## config.mk

```make
export PLATFORM = sky130hd
export DESIGN_NAME = seq_digit_multiplier
export DESIGN_NICKNAME = d
export VERILOG_FILES = /design/src/rtl/seq_digit_multiplier.sv
export SDC_FILE = /design/constraint.sdc
export NUM_CORES = 1
export LEC_CHECK = 0
export CORE_MARGIN = 2
export CORE_UTILIZATION = 45
export CTS_BUF_LIST = sky130_fd_sc_hd__clkbuf_4 sky130_fd_sc_hd__clkbuf_8 sky130_fd_sc_hd__clkbuf_16
export DETAILED_ROUTE_END_ITERATION = 7
export REMOVE_ABC_BUFFERS = 1
export SLEW_MARGIN = 30
export SYNTH_ARGS = -nofsm -noshare
export SYNTH_HDL_FRONTEND = slang
export SYNTH_SLANG_ARGS = --single-unit
```

## constraint.sdc

```tcl
create_clock -name clk -period 18.9 [get_ports clk]
set_input_delay 5.67 -clock clk [delete_from_list [all_inputs] [get_ports clk]]
set_output_delay 5.67 -clock clk [all_outputs]
set_load 0.005 [all_outputs]
```

## src/rtl/seq_digit_multiplier.sv

```systemverilog
// Sequential unsigned multiplier: one DIGIT-bit slice of B per clock into a 2*WIDTH accumulator.
// Define SEQ_MULT_SIGNED_EN to treat operands as two's complement (adds one FIX cycle).
//
// state | meaning
// IDLE  | in_ready high, waiting for operands
// RUN   | one slice of B multiplied and accumulated per cycle
// FIX   | sign correction of the magnitude product (SEQ_MULT_SIGNED_EN only)
// DONE  | out_valid high, P_out held until out_ready
module seq_digit_multiplier #(
    parameter int WIDTH = 32,
    parameter int DIGIT = 8
) (
    input  logic                 clk,
    input  logic                 rst,
    input  logic                 in_valid,
    output logic                 in_ready,
    input  logic [WIDTH-1:0]     A_in,
    input  logic [WIDTH-1:0]     B_in,
    output logic                 out_valid,
    input  logic                 out_ready,
    output logic [2*WIDTH-1:0]   P_out,
    output logic                 busy
);

    localparam int NSLICE = WIDTH / DIGIT;
    localparam int CNT_W  = (NSLICE > 1) ? $clog2(NSLICE) : 1;

    typedef enum logic [1:0] {
        S_IDLE = 2'd0,
        S_RUN  = 2'd1,
`ifdef SEQ_MULT_SIGNED_EN
        S_FIX  = 2'd2,
`endif
        S_DONE = 2'd3
    } state_t;

    state_t               r_state;
    state_t               w_next;
    logic [WIDTH-1:0]     r_a;
    logic [WIDTH-1:0]     r_b;
    logic [2*WIDTH-1:0]   r_acc;
    logic [CNT_W-1:0]     r_cnt;
    logic [DIGIT-1:0]     w_slice;
    logic [2*WIDTH-1:0]   w_pp;
    logic [2*WIDTH-1:0]   w_pp_sh;
    logic                 w_last;
`ifdef SEQ_MULT_SIGNED_EN
    logic                 r_neg;
`endif

    assign w_last  = (r_cnt == CNT_W'(NSLICE - 1));
    assign w_slice = DIGIT'(r_b >> (r_cnt * DIGIT));
    // Partial product is at most WIDTH+DIGIT bits; widening to 2*WIDTH keeps the add overflow-free
    assign w_pp    = (2*WIDTH)'(r_a) * (2*WIDTH)'(w_slice);
    assign w_pp_sh = w_pp << (r_cnt * DIGIT);
    assign P_out   = r_acc;

    always_ff @(posedge clk) begin
        if (rst) r_state <= S_IDLE;
        else     r_state <= w_next;
    end

    always_comb begin
        w_next    = r_state;
        in_ready  = 1'b0;
        out_valid = 1'b0;
        busy      = 1'b0;
        case (r_state)
            S_IDLE: begin
                in_ready = 1'b1;
                if (in_valid) w_next = S_RUN;
            end
            S_RUN: begin
                busy = 1'b1;
`ifdef SEQ_MULT_SIGNED_EN
                if (w_last) w_next = S_FIX;
`else
                if (w_last) w_next = S_DONE;
`endif
            end
`ifdef SEQ_MULT_SIGNED_EN
            S_FIX: begin
                busy   = 1'b1;
                w_next = S_DONE;
            end
`endif
            S_DONE: begin
                out_valid = 1'b1;
                if (out_ready) w_next = S_IDLE;
            end
            default: w_next = S_IDLE;
        endcase
    end

    always_ff @(posedge clk) begin
        if (rst) begin
            r_a   <= '0;
            r_b   <= '0;
            r_acc <= '0;
            r_cnt <= '0;
`ifdef SEQ_MULT_SIGNED_EN
            r_neg <= 1'b0;
`endif
        end else begin
            case (r_state)
                S_IDLE: begin
                    if (in_valid) begin
`ifdef SEQ_MULT_SIGNED_EN
                        // Magnitudes kept unsigned so -2^(W-1) stays exact
                        r_a   <= A_in[WIDTH-1] ? (~A_in + WIDTH'(1)) : A_in;
                        r_b   <= B_in[WIDTH-1] ? (~B_in + WIDTH'(1)) : B_in;
                        r_neg <= A_in[WIDTH-1] ^ B_in[WIDTH-1];
`else
                        r_a   <= A_in;
                        r_b   <= B_in;
`endif
                        r_acc <= '0;
                        r_cnt <= '0;
                    end
                end
                S_RUN: begin
                    r_acc <= r_acc + w_pp_sh;
                    r_cnt <= r_cnt + CNT_W'(1);
                end
`ifdef SEQ_MULT_SIGNED_EN
                S_FIX: begin
                    if (r_neg) r_acc <= -r_acc;
                end
`endif
                default: ;
            endcase
        end
    end

endmodule

```

==> flow_summary.yaml <==
placed_design:
  dpl-instance-area_um2: 18600
  place_congestion: 0.898
  port-buffer-count: 134
  dp_hpwl_um: 37000
pwr:
  vdd_drop_max_uv: 62.6
  power_switching_mw: 0.348
  p_seq_frac: 0.326
  totalPowerFinal_mw: 0.960
  p_per_area_nw_per_um2: 49.9
  leakage_nw: 9.16
  intPower_mw: 0.612
  power_frac_clock: 0.370
  p_comb_frac: 0.304
  p_sw_frac: 0.363
route:
  num_vias: 14700
  drcViolationCount: 0
  first_pass_iters: 7
  viasPerCell: 5.46
  antenna_left: 0
  wirelength_um: 48100
  first_iter_violations: 889
  wl_per_cell_um: 17.8
yosys:
  async_flop_share: 0
  synthMostInstantiatedCell: "nand2_1"
  synthFlopType: "dfxtp_1"
  synth-edff-count: 0
  syn-mean-instance-area_um2: 8.01
  synth_commonest_cells: "nand2_1 (324), and2_1 (224), a21oi_1 (216), inv_1 (187), fa_1 (181)"
  synth-adder-area-share: 0.309
  synth_seq_area_share: 0.155
  synth_largest_area_cell: "fa_1"
  netlist_top_cells_area: "fa_1 (21%), dfxtp_1 (16%), ha_1 (9.6%)"
  yosysTopAreaCellShare: 0.213
  synthXorXnorAreaFrac: 0.0478
  synth-seq-cells: 132
  synth_mux_area_frac: 0.0295
  synth_compound_area_frac: 0.170
  netlist_instances: 2124
  synth_cell_types: 71
  yosys_warnings: 0
  syn_area_um2: 17000
  yosys.area_share.simple: 0.221
  synth_top_family_by_area: "adder cells"
floorplan:
  initial_core_util: 0.454
  core_um2: 37500
  dieArea_um2: 39400
  pin_count: 135
  placementRows: 71
  die_w_um: 198
  die_h_um: 198
final_layout:
  syn2layout_area_growth_pct: 13.2
  stdcell_area_um2: 19300
  num_antenna_cells: 0
  fillerInstances: 3666
  finalNetCount: 2553
  drive_gt1_frac: 0.0357
timing:
  rsz0062_at_grt: "no"
  clock.fmax_ghz: 0.0996
  relSlewSlack: 0.398
  hold_viol: 0
  setup_viol: 0
  fin_worst_skew_ns: 0.0144
  fin_crit_sh: 0.531
  setup_tns_ns: 0
  drv_slew: 0
  worst_slew_pin_slew_ns: 0.902
  fin_crit_ns: 10.04
clocking:
  insertion_delay_ns: 0.46
  cts.hold.buffers_added: 0
  cts_buffers: 17
  htreeDepth: 4
  clk_pin_slew_ns: 0.07
  tritoncts: "built"
  clock_sinks: 132
  cts_buffer_depth: 2
  cts-root-buf: "clkbuf_16"
  cts.repair.resized: 0
  post_cts_buffers: 0
grt:
  grt_pass1_vias: 14900
  grt_max_degree: 98
  grt_overflow: 0
  grtUsageTotal: 0.256
  grt_pass1_wl_um: 79800
  antenna_found_initial: 0
worst_setup_path:
  crit_fanout: 36
  critPathSlowestCell: "mux4_2"
  worstPathRequired_ns: 19.25
  cp-end-kind: "register"
  start_kind: "register"
  path_class: "reg -> reg"
  cp-endpoint: "P_out[63]"
  r2r-end: "P_out[63]"
  r2r-start: "r_cnt[0]"
  crit_start: "r_cnt[0]"
  r2r_cells: 34
  reg2reg_slack_ns: 8.86
  worst_ep_arrival_time_ns: 10.40
  cpPeakStageDelay_ns: 0.89
outcome:
  status: "finished, final reports clean"
min_path:
  hold_class: "reg -> reg"
job:
  cap_violations: 0
## worst max-delay path: cells and delay by family, from the launching register on
kind / cells / cell delay (ns)
AO/OA/AOI/OAI: 20 / 4.80
XOR/XNOR: 2 / 0.47
adder cells (fa/ha/maj): 6 / 2.48
buffers and inverters: 3 / 0.52
flip-flops: 1 / 0.31
multiplexers: 1 / 0.89
AND/OR/NAND/NOR: 2 / 0.44
## sequential cells by signal, indices dropped and copies added (netlist names)
name	cells
r_cnt	2
r_b	32
r_state	2
r_a	32
P_out	64
## layer usage
layer  GRT usage  wire, um
met1       0.364     23200
met2       0.412     22200
met3      0.0334      1810
met4      0.0658       794
met5           0         0
## stage by stage
step,hold WS [ns],worst slack (ns),std cells,utilization
5_1_grt,0.471,8.30,2696,0.514
2_1_floorplan,0.427,9.73,2012,-
3_3_place_gp,0.439,8.97,2665,0.497
6_report,0.454,8.86,2696,0.514
3_5_place_dp,0.446,8.93,2665,0.497
4_1_cts,0.455,8.93,2696,0.514
## kinds of logic after synthesis
group / count (synthesis)
AND/OR/NAND/NOR: 774
AO/OA/AOI/OAI: 474
adder cells (fa/ha/maj): 312
buffers and inverters: 301
flip-flops: 132
XOR/XNOR: 92
multiplexers: 39
## layout by cell type (no fill, tap or decap), types with 15 or more instances in the layout
cell type,count
nand4_1,19
a21oi_1,216
nand2_1,323
a21o_1,58
a31oi_1,15
clkdlybuf4s50_1,133
nor2b_1,16
inv_1,187
dfxtp_1,130
ha_1,131
nand3_1,62
o21ai_0,77
and2_1,223
xor2_1,44
nor2_1,78
mux2i_1,22
fa_1,181
xnor2_1,47
clkbuf_16,17
## final cells by class
class                           count  area (um^2)  share of cell area
Multi-Input combinational cell   1691        13300               0.688
Sequential cell                   132         2650               0.137
Timing Repair Buffer              142         1400              0.0726
Inverter                          189          709              0.0368
Tap cell                          511          639              0.0332
Clock buffer                       17          425              0.0221
Clock inverter                     14          180             0.00936
## power groups by stage
stage | combinational [mW] | clock (mW) | sequential, mW
CTS | 0.291 | 0.362 | 0.312
finish | 0.292 | 0.355 | 0.313
detailed placement | 0.287 | 0 | 0.318
global route | 0.324 | 0.374 | 0.315
floorplan | 0.184 | 0 | 0.312
global placement | 0.286 | 0 | 0.318
## worst min-delay path by stage
| stage | to | slack, ns | depth (start not counted) | startpoint |
|---|---|---|---|---|
| after floorplan | r_b[16] | 0.43 | 2 | r_b[16] |
| after global placement | r_b[18] | 0.44 | 2 | r_b[18] |
| after detailed placement | r_b[27] | 0.45 | 2 | r_b[27] |
| after CTS | r_b[30] | 0.46 | 2 | r_b[30] |
| after global routing | r_b[23] | 0.47 | 2 | r_b[23] |
| final | r_b[30] | 0.45 | 2 | r_b[30] |
Power figures use the tool's default switching activity.
